===== src/rtl/scroll_ctrl.sv =====
// ---------------------------------------------------------------------------
// scroll_ctrl
//
// Upstream control stage for the 8-digit HEX marquee. It turns the four raw
// DE2 pushbuttons into debounced user commands, divides CLOCK_50 down to the
// selected scroll rate and keeps the current frame index for the glyph stage.
//
// Parameters
//    CLK_HZ       input clock frequency in Hz
//    DEBOUNCE_MS  time a key level must be stable before it is accepted
//    NUM_FRAMES   number of frame indices (2..16), frame wraps in 0..NUM_FRAMES-1
//
// Ports
//    CLOCK_50  in   system clock, all state on the rising edge
//    RESET     in   asynchronous active-high reset
//    KEY[3:0]  in   raw pushbuttons, active-low, asynchronous to CLOCK_50
//                   KEY[0] pause toggle, KEY[1] direction toggle,
//                   KEY[2] faster, KEY[3] slower
//    frame     out  current frame index
//    step      out  one-cycle pulse in the cycle frame takes a new value
//    paused    out  1 = scrolling halted
//    dir       out  0 = forward (increment), 1 = reverse (decrement)
//    speed     out  rate level, 0..3 = 1000/500/250/125 ms per frame
// ---------------------------------------------------------------------------
module scroll_ctrl #(
   parameter int CLK_HZ      = 50000000,
   parameter int DEBOUNCE_MS = 10,
   parameter int NUM_FRAMES  = 15
) (
   input  logic       CLOCK_50,
   input  logic       RESET,
   input  logic [3:0] KEY,
   output logic [3:0] frame,
   output logic       step,
   output logic       paused,
   output logic       dir,
   output logic [1:0] speed
);

   // ------------------------------------------------------------------------
   // Derived constants
   // ------------------------------------------------------------------------
   localparam int TICKS_PER_MS = CLK_HZ / 1000;

   // Debounce window in clock cycles; the counter only ever needs 0..DB-1.
   localparam int DB   = TICKS_PER_MS * DEBOUNCE_MS;
   localparam int DB_W = (DB > 1) ? $clog2(DB) : 1;
   localparam logic [DB_W-1:0] DB_LAST = DB_W'(DB - 1);

   // The slowest rate sets the prescaler width; it counts 0..PERIOD-1.
   localparam int PERIOD_MAX = TICKS_PER_MS * 1000;
   localparam int PRE_W      = (PERIOD_MAX > 1) ? $clog2(PERIOD_MAX) : 1;

   localparam logic [PRE_W-1:0] LAST_SPEED0 = PRE_W'(TICKS_PER_MS * 1000 - 1);
   localparam logic [PRE_W-1:0] LAST_SPEED1 = PRE_W'(TICKS_PER_MS * 500 - 1);
   localparam logic [PRE_W-1:0] LAST_SPEED2 = PRE_W'(TICKS_PER_MS * 250 - 1);
   localparam logic [PRE_W-1:0] LAST_SPEED3 = PRE_W'(TICKS_PER_MS * 125 - 1);

   localparam logic [3:0] FRAME_LAST = 4'(NUM_FRAMES - 1);

   // ------------------------------------------------------------------------
   // Internal signals
   // ------------------------------------------------------------------------
   logic [3:0]       key_meta;
   logic [3:0]       key_sync;
   logic [3:0]       key_stable;
   logic [DB_W-1:0]  db_cnt [4];
   logic [3:0]       press;

   logic             pause_ev;
   logic             dir_ev;
   logic             faster_ev;
   logic             slower_ev;

   logic [1:0]       speed_next;
   logic             speed_change;

   logic [PRE_W-1:0] pre_cnt;
   logic [PRE_W-1:0] period_last;
   logic             tick;
   logic [3:0]       frame_next;

   // ------------------------------------------------------------------------
   // Two-flop synchronizer per key. The buttons are released (high) out of
   // reset so that a key held through reset is seen as a fresh press once
   // it has been debounced, never as a spurious release.
   // ------------------------------------------------------------------------
   always_ff @(posedge CLOCK_50 or posedge RESET) begin
      if (RESET) begin
         key_meta <= 4'hF;
         key_sync <= 4'hF;
      end else begin
         key_meta <= KEY;
         key_sync <= key_meta;
      end
   end

   // ------------------------------------------------------------------------
   // Debounce. Each key counts how long the synchronized level has disagreed
   // with its accepted (stable) level. Any cycle of agreement clears the
   // count, so bounce shorter than the window never gets accepted. Once the
   // disagreement has lasted the full window the stable level flips.
   // ------------------------------------------------------------------------
   always_ff @(posedge CLOCK_50 or posedge RESET) begin
      if (RESET) begin
         key_stable <= 4'hF;
         for (int i = 0; i < 4; i++) begin
            db_cnt[i] <= '0;
         end
      end else begin
         for (int i = 0; i < 4; i++) begin
            if (key_sync[i] == key_stable[i]) begin
               db_cnt[i] <= '0;
            end else if (db_cnt[i] == DB_LAST) begin
               key_stable[i] <= key_sync[i];
               db_cnt[i]     <= '0;
            end else begin
               db_cnt[i] <= db_cnt[i] + DB_W'(1);
            end
         end
      end
   end

   // ------------------------------------------------------------------------
   // Press detection. A press is the single cycle in which a released key's
   // stable level is about to flip to pressed, so the command registers
   // update on the very edge the stable level changes. Releases and a key
   // that stays held produce nothing further.
   // ------------------------------------------------------------------------
   always_comb begin
      press = '0;
      for (int i = 0; i < 4; i++) begin
         press[i] = key_stable[i] & ~key_sync[i] & (db_cnt[i] == DB_LAST);
      end
   end

   assign pause_ev  = press[0];
   assign dir_ev    = press[1];
   assign faster_ev = press[2];
   assign slower_ev = press[3];

   // ------------------------------------------------------------------------
   // Speed selection. Faster and slower saturate at the ends of the range
   // and cancel each other when both arrive together. speed_change is only
   // raised when the level really moves, since that is what restarts the
   // prescaler.
   // ------------------------------------------------------------------------
   always_comb begin
      speed_next = speed;
      if (faster_ev && !slower_ev && (speed != 2'd3)) begin
         speed_next = speed + 2'd1;
      end else if (slower_ev && !faster_ev && (speed != 2'd0)) begin
         speed_next = speed - 2'd1;
      end
      speed_change = (speed_next != speed);
   end

   // ------------------------------------------------------------------------
   // Terminal count for the current rate and the tick it produces. Both are
   // based on the pre-edge speed and paused values, so a command arriving in
   // the same cycle as a tick never suppresses or reshapes that tick.
   // ------------------------------------------------------------------------
   always_comb begin
      period_last = LAST_SPEED2;
      case (speed)
         2'd0:    period_last = LAST_SPEED0;
         2'd1:    period_last = LAST_SPEED1;
         2'd2:    period_last = LAST_SPEED2;
         default: period_last = LAST_SPEED3;
      endcase
      tick = !paused && (pre_cnt >= period_last);
   end

   // ------------------------------------------------------------------------
   // Next frame index, wrapping at both ends of 0..NUM_FRAMES-1 in the
   // direction that was in force before this edge.
   // ------------------------------------------------------------------------
   always_comb begin
      frame_next = frame;
      if (tick) begin
         if (dir) begin
            frame_next = (frame == 4'd0) ? FRAME_LAST : frame - 4'd1;
         end else begin
            frame_next = (frame == FRAME_LAST) ? 4'd0 : frame + 4'd1;
         end
      end
   end

   // ------------------------------------------------------------------------
   // Prescaler. A real speed change always restarts the count, even while
   // paused or on a tick. Pausing freezes the count so that resuming picks
   // up exactly where the period left off.
   // ------------------------------------------------------------------------
   always_ff @(posedge CLOCK_50 or posedge RESET) begin
      if (RESET) begin
         pre_cnt <= '0;
      end else if (speed_change) begin
         pre_cnt <= '0;
      end else if (paused) begin
         pre_cnt <= pre_cnt;
      end else if (tick) begin
         pre_cnt <= '0;
      end else begin
         pre_cnt <= pre_cnt + PRE_W'(1);
      end
   end

   // ------------------------------------------------------------------------
   // Registered outputs. Every user-visible signal comes from a flop, so
   // there is no combinational path from KEY to the glyph stage.
   // ------------------------------------------------------------------------
   always_ff @(posedge CLOCK_50 or posedge RESET) begin
      if (RESET) begin
         frame  <= 4'd0;
         step   <= 1'b0;
         paused <= 1'b0;
         dir    <= 1'b0;
         speed  <= 2'd2;
      end else begin
         frame  <= frame_next;
         step   <= tick;
         paused <= paused ^ pause_ev;
         dir    <= dir ^ dir_ev;
         speed  <= speed_next;
      end
   end

endmodule


===== config.mk =====
export PLATFORM = sky130hd
export DESIGN_NAME = scroll_ctrl
export DESIGN_NICKNAME = d
export VERILOG_FILES = /design/src/rtl/scroll_ctrl.sv
export SDC_FILE = /design/constraint.sdc
export NUM_CORES = 1
export LEC_CHECK = 0
export ABC_CLOCK_PERIOD_IN_PS = 4750
export BUFFER_PORTS_ARGS = -buffer_cell sky130_fd_sc_hd__buf_2
export CORE_MARGIN = 5
export CORE_UTILIZATION = 60
export DETAILED_ROUTE_END_ITERATION = 8
export GPL_TIMING_DRIVEN = 0
export HOLD_SLACK_MARGIN = 0.12
export PLACE_DENSITY_LB_ADDON = 0.2
export SLEW_MARGIN = 20
export SYNTH_ARGS = -nofsm -noshare
export SYNTH_HDL_FRONTEND = slang
export SYNTH_SLANG_ARGS = --single-unit

===== constraint.sdc =====
create_clock -name CLOCK_50 -period 4.75 [get_ports CLOCK_50]
set_input_delay 0.475 -clock CLOCK_50 [delete_from_list [all_inputs] [get_ports CLOCK_50]]
set_output_delay 0.475 -clock CLOCK_50 [all_outputs]
set_load 0.02 [all_outputs]

---- Word-level counts from Yosys, hierarchy flattened ----
Index checks and enable logic that the tools add are counted.
cells by class
  $add $sub $neg .......................... 9
  order comparisons ....................... 1
  eq/ne operators ......................... 14
  mux-type cells .......................... 17
  bitwise operators ....................... 18
  reduce and logical (&&, ||, !) cells .... 15
operators by type and width
  cell                   count
  $mux 19                8
  $mux 26                3
  $pmux 26 s3            1
  $add 19x1->19 const B  4
  $eq 19x19->1 const B   4
  $add 26x1->26 const B  1
  $ge 26x26->1           1
  $mux 4                 3
  $and 1x1->1            8
  $not 1->1              8
  $reduce_and 2->1       4
  $logic_and 1x1->1      5
  $add 4x1->4 const B    1
  $eq 1x1->1             4
  $eq 4x4->1 const B     1
  $logic_not 4->1        1
  $mux 2                 2
  $sub 4x1->4 const B    1
  $logic_not 1->1        3
  $add 2x1->2 const B    1
  $eq 2x1->1 const B     1
  $eq 2x2->1 const B     1
  $logic_not 2->1        1
  $ne 2x1->1 const B     1
  other kinds (5)        6
storage, ports and cells
  flip-flop bits (word level) ............. 123
  input port bits ......................... 6
  word-level logic and storage cells ...... 90

---- Logic depth before layout (Yosys ltp) ----
Gate-level depths: netlist (run 1).
  depth in word-level cells ............... 10
  mapped depth ............................ 11

---- Worst setup path before layout (run 1) ----
No wires, ideal clock.
  path kind ............................... register to register
  start ................................... register speed[0]
  end ..................................... register pre_cnt[22]
  data arrival time ....................... 2584 ps
  setup slack ............................. 2084 ps
  stages on the path, launching flop included .. 10
  cells stage by stage .................... dfrtp_1 -> inv_1 -> ha_1 -> ha_1 -> a21oi_1 -> o221ai_1 -> o211ai_1 -> nor3b_4 -> or4b_1 -> a31oi_1
between the ends
  cells in the longest elaborated chain, start to end .. 7
  elaborated cells between the ends (all ways) .. 19
ends and longest elaborated chain
  element                                   line  RTL
  start: declaration                        37    output logic [1:0] speed
  start signal: assignment                  224   speed <= speed_next;
  $eq 2x2->1, or another cell as far along  165   case (speed)
  $pmux 26 s3                               165
  $ge 26x26->1                              171   tick = !paused && (pre_cnt >= period_last);
  $logic_and 1x1->1                         171
  $mux 26                                   201   end else if (tick) begin
  $mux 26                                   199   end else if (paused) begin
  $mux 26                                   197   end else if (speed_change) begin
  end signal: assignment                    200   pre_cnt <= pre_cnt;
  end signal: assignment                    204   pre_cnt <= pre_cnt + PRE_W'(1);
  end: declaration                          78    logic [PRE_W-1:0] pre_cnt;
Parallel ways exist; a longest one is shown, timed or not. The select of a mux whose other input is x is not followed.
A chain may end at the register's enable or synchronous reset.

---- Worst setup path after layout (run 1) ----
  start ................................... register speed[0]
  end ..................................... register pre_cnt[7]
The elaborated chain is that of the path after synthesis.

==> results of run 1 <==
state kept, by name, indices dropped and copies added (netlist names):
name and cells:
pre_cnt 26, key_stable 4, db_cnt 76, dir 1
step 1, paused 1, key_meta 4, frame 4
key_sync 4, speed 2
synthesized netlist by cell type, types with 6 or more instances:
cell,n,area (um2)
ha_1,39,488
a21oi_1,12,60.1
and4_1,8,70.1
mux2_2,6,67.6
nand2_1,74,278
xor2_1,35,307
or3_1,6,37.5
a21oi_2,19,166
inv_1,25,93.8
nor2_1,105,394
nand3_1,39,195
nor4_1,15,93.8
dfstp_2,13,342
nand4_1,26,163
and2_1,6,37.5
nor3_1,19,95.1
xnor2_1,33,289
clkbuf_1,16,60.1
a31oi_1,8,50.1
o21ai_0,23,115
and3_1,11,68.8
or2_2,6,37.5
dfrtp_1,110,2750
logic make-up (layout without fill, tap and decap cells):
group                    Yosys count  after routing  share of synthesized area, %
AND/OR/NAND/NOR                  359            359                          26.6
buffers and inverters             51             99                          3.55
adder cells (fa/ha/maj)           39             39                          6.95
XOR/XNOR                          68             68                          8.49
flip-flops                       123            123                          44.1
AO/OA/AOI/OAI                     91             91                          8.90
multiplexers                       9              9                          1.39
how the worst max path moves through the flow:
| stage | startpoint | endpoint | slack, ns | cells after the start |
|---|---|---|---|---|
| 3_5_place_dp | speed[0] | pre_cnt[7] | 1.46 | 11 |
| 3_3_place_gp | RESET | pre_cnt[23] | -0.25 | 2 |
| 4_1_cts | speed[0] | pre_cnt[12] | 1.45 | 11 |
| 5_1_grt | speed[0] | pre_cnt[7] | 1.21 | 11 |
| 6_report | speed[0] | pre_cnt[7] | 1.44 | 11 |
| 2_1_floorplan | RESET | db_cnt[0] | 1.03 | 1 |
critical path, stage by stage, from the launching register on:
cell,delay (ns)
dfrtp_1,0.52
inv_1,0.20
ha_1,0.27
o21ai_0,0.30
ha_1,0.30
nor2_1,0.13
a211oi_1,0.08
o211ai_1,0.21
nor3b_4,0.40
clkbuf_1,0.40
o21ai_0,0.23
a21oi_2,0.18
layer usage:
| layer | GRT usage, % | up-vias | routed length [um] |
|---|---|---|---|
| li1 | - | 2673 | - |
| met1 | 28.6 | 2707 | 6530 |
| met2 | 35.1 | 111 | 7150 |
| met3 | 5.35 | 25 | 544 |
| met4 | 8.03 | 0 | 261 |
| met5 | 0 | - | 0 |
metrics by stage:
stage	total power, W	setup slack, ns	utilization, %	cells	area (um2)
4_1_cts	0.00252	1.45	69.5	931	7940
3_5_place_dp	0.00115	1.46	63.9	898	7300
5_1_grt	0.00258	1.21	69.5	931	7940
2_1_floorplan	0.00113	1.03	-	740	7020
3_3_place_gp	0.00114	-0.249	63.6	897	7270
6_report	0.00249	1.44	69.5	931	7940
timing repair:
action | CTS | global route
hold endpoints to repair | 31 | 0
resized for setup | 0 | 0
hold buffers | 1 | 0
setup buffers | 0 | 0
cell type report:
cell class	instances	share of cell area, %
inverters	25	1.25
well taps	143	2.25
flip-flops and latches	123	39.0
clock buffers	21	5.80
clock inverters	11	2.11
plain buffers	26	1.95
multi-input cells	566	46.3
repair buffers	16	1.36
power by group through the flow:
stage | combinational [W] | sequential (W) | clock [W]
global placement | 0.0000524 | 0.00109 | 0
CTS | 0.0000597 | 0.00107 | 0.00138
global route | 0.0000674 | 0.00108 | 0.00144
detailed placement | 0.0000583 | 0.00109 | 0
floorplan | 0.0000403 | 0.00109 | 0
finish | 0.0000572 | 0.00107 | 0.00136
cells in the final DEF, fill, tap and decap left out, drive strengths merged, types with 5 or more instances in the layout:
| cell type | instances |
|---|---|
| nand3 | 41 |
| xnor2 | 33 |
| and2 | 9 |
| inv | 25 |
| or2 | 8 |
| o21ai | 24 |
| xor2 | 35 |
| nand2 | 74 |
| and3 | 11 |
| nand4b | 5 |
| clkinv | 5 |
| a21oi | 31 |
| nor2 | 108 |
| a31oi | 8 |
| or3 | 6 |
| nor4b | 5 |
| dfstp | 13 |
| and4 | 8 |
| nand4 | 27 |
| nor3 | 21 |
| ha | 39 |
| nor4 | 16 |
| buf | 22 |
| nor3b | 5 |
| clkbuf | 40 |
| mux2 | 6 |
| dfrtp | 110 |
==> impl_metrics.yaml, run 1 <==
placement:
  portBuffers: 14
  dp_hpwl_um: 10000
  gp_congestion: 0.893
global_route:
  grt_pass1_vias: 5462
  grt_pass1_wl_um: 25500
  grt-ovfl-total: 0
  antenna_found_initial: 0
  grt_max_degree: 71
  track_usage_pct: 21.8
layout:
  antenna_cells: 0
  area_delta_synth_final_pct: 13.1
  multi_input_area_mm2: 0.00367
  layout-drive-gt1-share_pct: 14.7
  nNetsFinal: 820
  seq_area_mm2: 0.00309
  fillers: 845
synth:
  synth_cell_types: 67
  seq_area_frac_synth_pct: 44.1
  ys_async_sr_fraction_pct: 100
  synth_area_mm2: 0.00702
  ys.flop_type: "dfrtp_1"
  syn_nets: 785
  synthCells: 740
  yosys_warnings: 0
  ys_ff_latch: 123
  post_synth.cell_area_avg_um2: 9.48
  synth_edf_count: 0
sta:
  min_period_ns: 3.31
  maxSlewViolCount: 0
  max_freq_mhz: 302
  setup_viol: 0
  worst_pin_slew_ns: 0.525
  finalSetupTns_ns: 0
  clock-skew-final_ns: 0.0116
  whs_ns: 0.156
  relSlewSlack_pct: 64.7
  min_period_over_period_pct: 69.8
  rsz0062_at_grt: "no"
  hold_violations: 0
pwr:
  combPwrFrac_pct: 2.3
  p_leak_nw: 3.37
  switching_share_pct: 20.4
  ir_drop_mv: 0.467
  p_sw_w: 0.000507
  clock_power_share_pct: 54.6
  p_int_w: 0.00198
  pwr_density_cell_mw_per_mm2: 314
  p_seq_share_pct: 43.1
clock_tree:
  root_buffer: "clkbuf_16"
  cts_tree: "done"
  cts.sinks: 123
  cts_made_buffers: 17
  clkTransAtPathRegs_ns: 0.06
  cts_max_level: 4
  clockBufferDepth: 2
  worst_skew_pair.late_latency_ns: 0.42
min_path:
  hold_end: "key_meta[3]"
  holdPathStages: 1
  hp-class: "primary input to flip-flop"
  hp-start: "KEY[3]"
worst_setup_path:
  worst-endpoint-required_ns: 5.08
  r2r_cells: 11
  critical_path_arrival_ns: 3.65
  path_max_fanout: 10
  worst_r2r_endpoint: "pre_cnt[7]"
  worst-setup-path-type: "flip-flop to flip-flop"
  reg2reg_slack_ns: 1.44
  critPathLaunchType: "flip-flop"
  cp-end-kind: "flip-flop"
  rr_startpoint: "speed[0]"
floorplan:
  io_pins: 15
  initial_core_util_pct: 61.5
  row_count: 39
  die_area_mm2: 0.0140
  coreArea_mm2: 0.0114
  chipHeight_um: 118
  dieWidth_um: 118
detailed_routing:
  vias: 5516
  post-route-drc-count: 0
  wire_per_inst_um: 15.6
  viasPerCell: 5.92
  drt_wl_total_um: 14500
  detail-route-antenna-nets: 0
  dr.first_iter.drc_count: 308
  drt_first_pass_iters: 5
run_status:
  status: "finished clean"
job:
  drv_cap: 0
Power figures use the tool's default switching activity.
==> run 2: changes to the inputs <==
--- a/config.mk
+++ b/config.mk
@@ -5,7 +5,7 @@
 export SDC_FILE = /design/constraint.sdc
 export NUM_CORES = 1
 export LEC_CHECK = 0
-export ABC_CLOCK_PERIOD_IN_PS = 4750
+export ABC_CLOCK_PERIOD_IN_PS = 3210
 export BUFFER_PORTS_ARGS = -buffer_cell sky130_fd_sc_hd__buf_2
 export CORE_MARGIN = 5
 export CORE_UTILIZATION = 60
==> constraint.sdc (replaced) <==
create_clock -name CLOCK_50 -period 3.21 [get_ports CLOCK_50]
set_input_delay 0.321 -clock CLOCK_50 [delete_from_list [all_inputs] [get_ports CLOCK_50]]
set_output_delay 0.321 -clock CLOCK_50 [all_outputs]
set_load 0.02 [all_outputs]
==> run 2 against run 1 <==
  * Core utilization up 0.48 points
  * Clock power up 30%
  * Combinational power up 68%
  * Final cell count up 0.97%
  * First-iteration DRC count up 16%
  * Maximum frequency up 9.2%
  * Worst hold slack better by 0.20 ns
  * Sequential share of layout area down 0.27 points
  * Sequential power up 49%
  * Count of clock-buffer cells in the layout up 2
  * Clock skew down 0.0041 ns
==> impl_metrics.yaml, run 2 (synthesis results as in run 1) <==
floorplan:
  die_area_mm2: 0.0140
  io_pins: 15
  coreArea_mm2: 0.0114
  initial_core_util_pct: 61.5
  dieWidth_um: 118
  chipHeight_um: 118
  row_count: 39
placement:
  portBuffers: 14
  gp_congestion: 0.825
  post-place-cells: 901
  place_ws_ns: -0.0288
  dp_hpwl_um: 10100
detailed_routing:
  post-route-drc-count: 0
  drt_first_pass_iters: 5
  vias: 5519
  viasPerCell: 5.87
  dr.first_iter.drc_count: 356
  wire_per_inst_um: 15.3
  detail-route-antenna-nets: 0
  drt_wl_total_um: 14400
worst_setup_path:
  cp-end-kind: "flip-flop"
  crit_path_cell_trace: "ha_2 -> inv_1 -> ha_1 -> nor4_1 -> o221ai_1 -> o211ai_1 -> nor3b_4 -> or4b_1 -> a31oi_1"
  worst-setup-path-type: "flip-flop to flip-flop"
  critPathLaunchType: "flip-flop"
  reg2reg_slack_ns: 0.18
  worst-endpoint-required_ns: 3.54
  cp_top_family: "simple AND/OR/NAND/NOR gates"
  path_max_fanout: 8
  r2r_cells: 9
  cp.buffers_inverters: 1
  critPathMaxStageDelay_ns: 0.62
  worst_r2r_endpoint: "pre_cnt[22]"
  critical_path_arrival_ns: 3.37
  cp_slowest_cell: "dfstp_2"
  rr_startpoint: "speed[1]"
layout:
  area_delta_synth_final_pct: 13.9
  final_common_cell: "dfrtp_1"
  fin_cells: 940
  largest_register: "db_cnt"
  layout-drive-gt1-share_pct: 15.8
  reg.largest.list: "db_cnt (76), pre_cnt (26)"
  largest_register_ffs: 76
  antenna_cells: 0
  final_cell_mix: "dfrtp_1 (110), nor2_1 (105), nand2_1 (74)"
  nNetsFinal: 829
global_route:
  grt_max_degree: 33
  track_usage_pct: 21.6
  antenna_found_initial: 0
  grt_pass1_vias: 5357
  grt_pass1_wl_um: 25000
  grt-ovfl-total: 0
clock_tree:
  cts_made_buffers: 17
  cts_tree: "done"
  worst_skew_pair.late_latency_ns: 0.42
  cts.sinks: 123
  root_buffer: "clkbuf_16"
  clockBufferDepth: 2
  clkTransAtPathRegs_ns: 0.05
  cts_max_level: 4
min_path:
  hp-class: "flip-flop to flip-flop"
  holdPathStages: 0
  hp-start: "key_meta[1]"
  hold_end: "key_sync[1]"
sta:
  rsz0062_at_grt: "no"
  clock-skew-final_ns: 0.00749
  setup_viol: 0
  min_period_over_period_pct: 94.5
  setup_ws_ns: 0.175
  worst_pin_slew_ns: 0.561
  max_freq_mhz: 330
  relSlewSlack_pct: 62.3
  maxSlewViolCount: 0
  hold_violations: 0
  min_period_ns: 3.03
pwr:
  p_leak_nw: 3.39
  pwr_density_cell_mw_per_mm2: 433
  ir_drop_mv: 0.415
job:
  drv_cap: 0
run_status:
  status: "finished clean"
[run 2: cell count changes in the layout (fill, tap and decap cells not counted), sizes merged]
cell,delta
clkinvlp,+2
dlygate4sd3,+4
clkbuf,+2
bufinv,-4
buf,+5
[run 2: layer usage]
layer | track usage (%) | routed length (um) | share of wire, %
met3 | 5.30 | 585 | 4.1
met5 | 0 | 0 | 0
met2 | 34.2 | 7020 | 49
met4 | 8.39 | 182 | 1.3
met1 | 28.6 | 6640 | 46
[run 2: worst register-to-register path, cell delays in order, from the launching register on]
cell      delay, ns
dfstp_2        0.62
ha_2           0.29
inv_1          0.08
ha_1           0.20
nor4_1         0.30
o221ai_1       0.19
o211ai_1       0.24
nor3b_4        0.38
or4b_1         0.47
a31oi_1        0.18
[run 2: where the power goes]
group          switching (W)  internal (W)
sequential         0.0000170       0.00157
clock               0.000684       0.00109
combinational      0.0000614     0.0000348
total               0.000763       0.00270
[run 2: timing repair]
| action | in CTS | in global routing |
|---|---|---|
| buffers inserted | 0 | 2 |
| setup endpoints to repair | 6 | 22 |
| hold endpoints to repair | 12 | 0 |
| gates resized for setup | 1 | 6 |
| hold buffers | 5 | 0 |
[run 2: cell type report]
cell class / instances / area, um2
plain buffers: 26 / 160
clock buffers: 23 / 498
clock inverters: 9 / 63.8
fillers: 864 / 3430
inverters: 25 / 97.6
multi-input cells: 566 / 3680
flip-flops and latches: 123 / 3090
well taps: 143 / 179
repair buffers: 25 / 223
[run 2: metrics by stage]
step	power [W]	utilization, %	cell area (um2)	hold slack (ns)	TNS (ns)
finish	0.00346	70.0	7990	0.355	0
global route	0.00359	70.0	7990	0.366	0
CTS	0.00349	69.8	7970	0.357	0
detailed placement	0.00171	64.4	7360	0.346	-0.143
global placement	0.00169	63.7	7270	0.347	0
floorplan	0.00167	-	7020	0.325	0
[run 2: how the worst max path moves through the flow]
stage | startpoint | to | slack [ns] | cells after the start
after floorplan | speed[0] | pre_cnt[22] | 0.54 | 9
after global placement | speed[0] | pre_cnt[12] | 0.04 | 11
after detailed placement | speed[1] | pre_cnt[13] | -0.03 | 10
after CTS | speed[1] | pre_cnt[17] | 0.01 | 10
after global routing | speed[1] | pre_cnt[4] | 0.01 | 10
final | speed[1] | pre_cnt[22] | 0.18 | 9
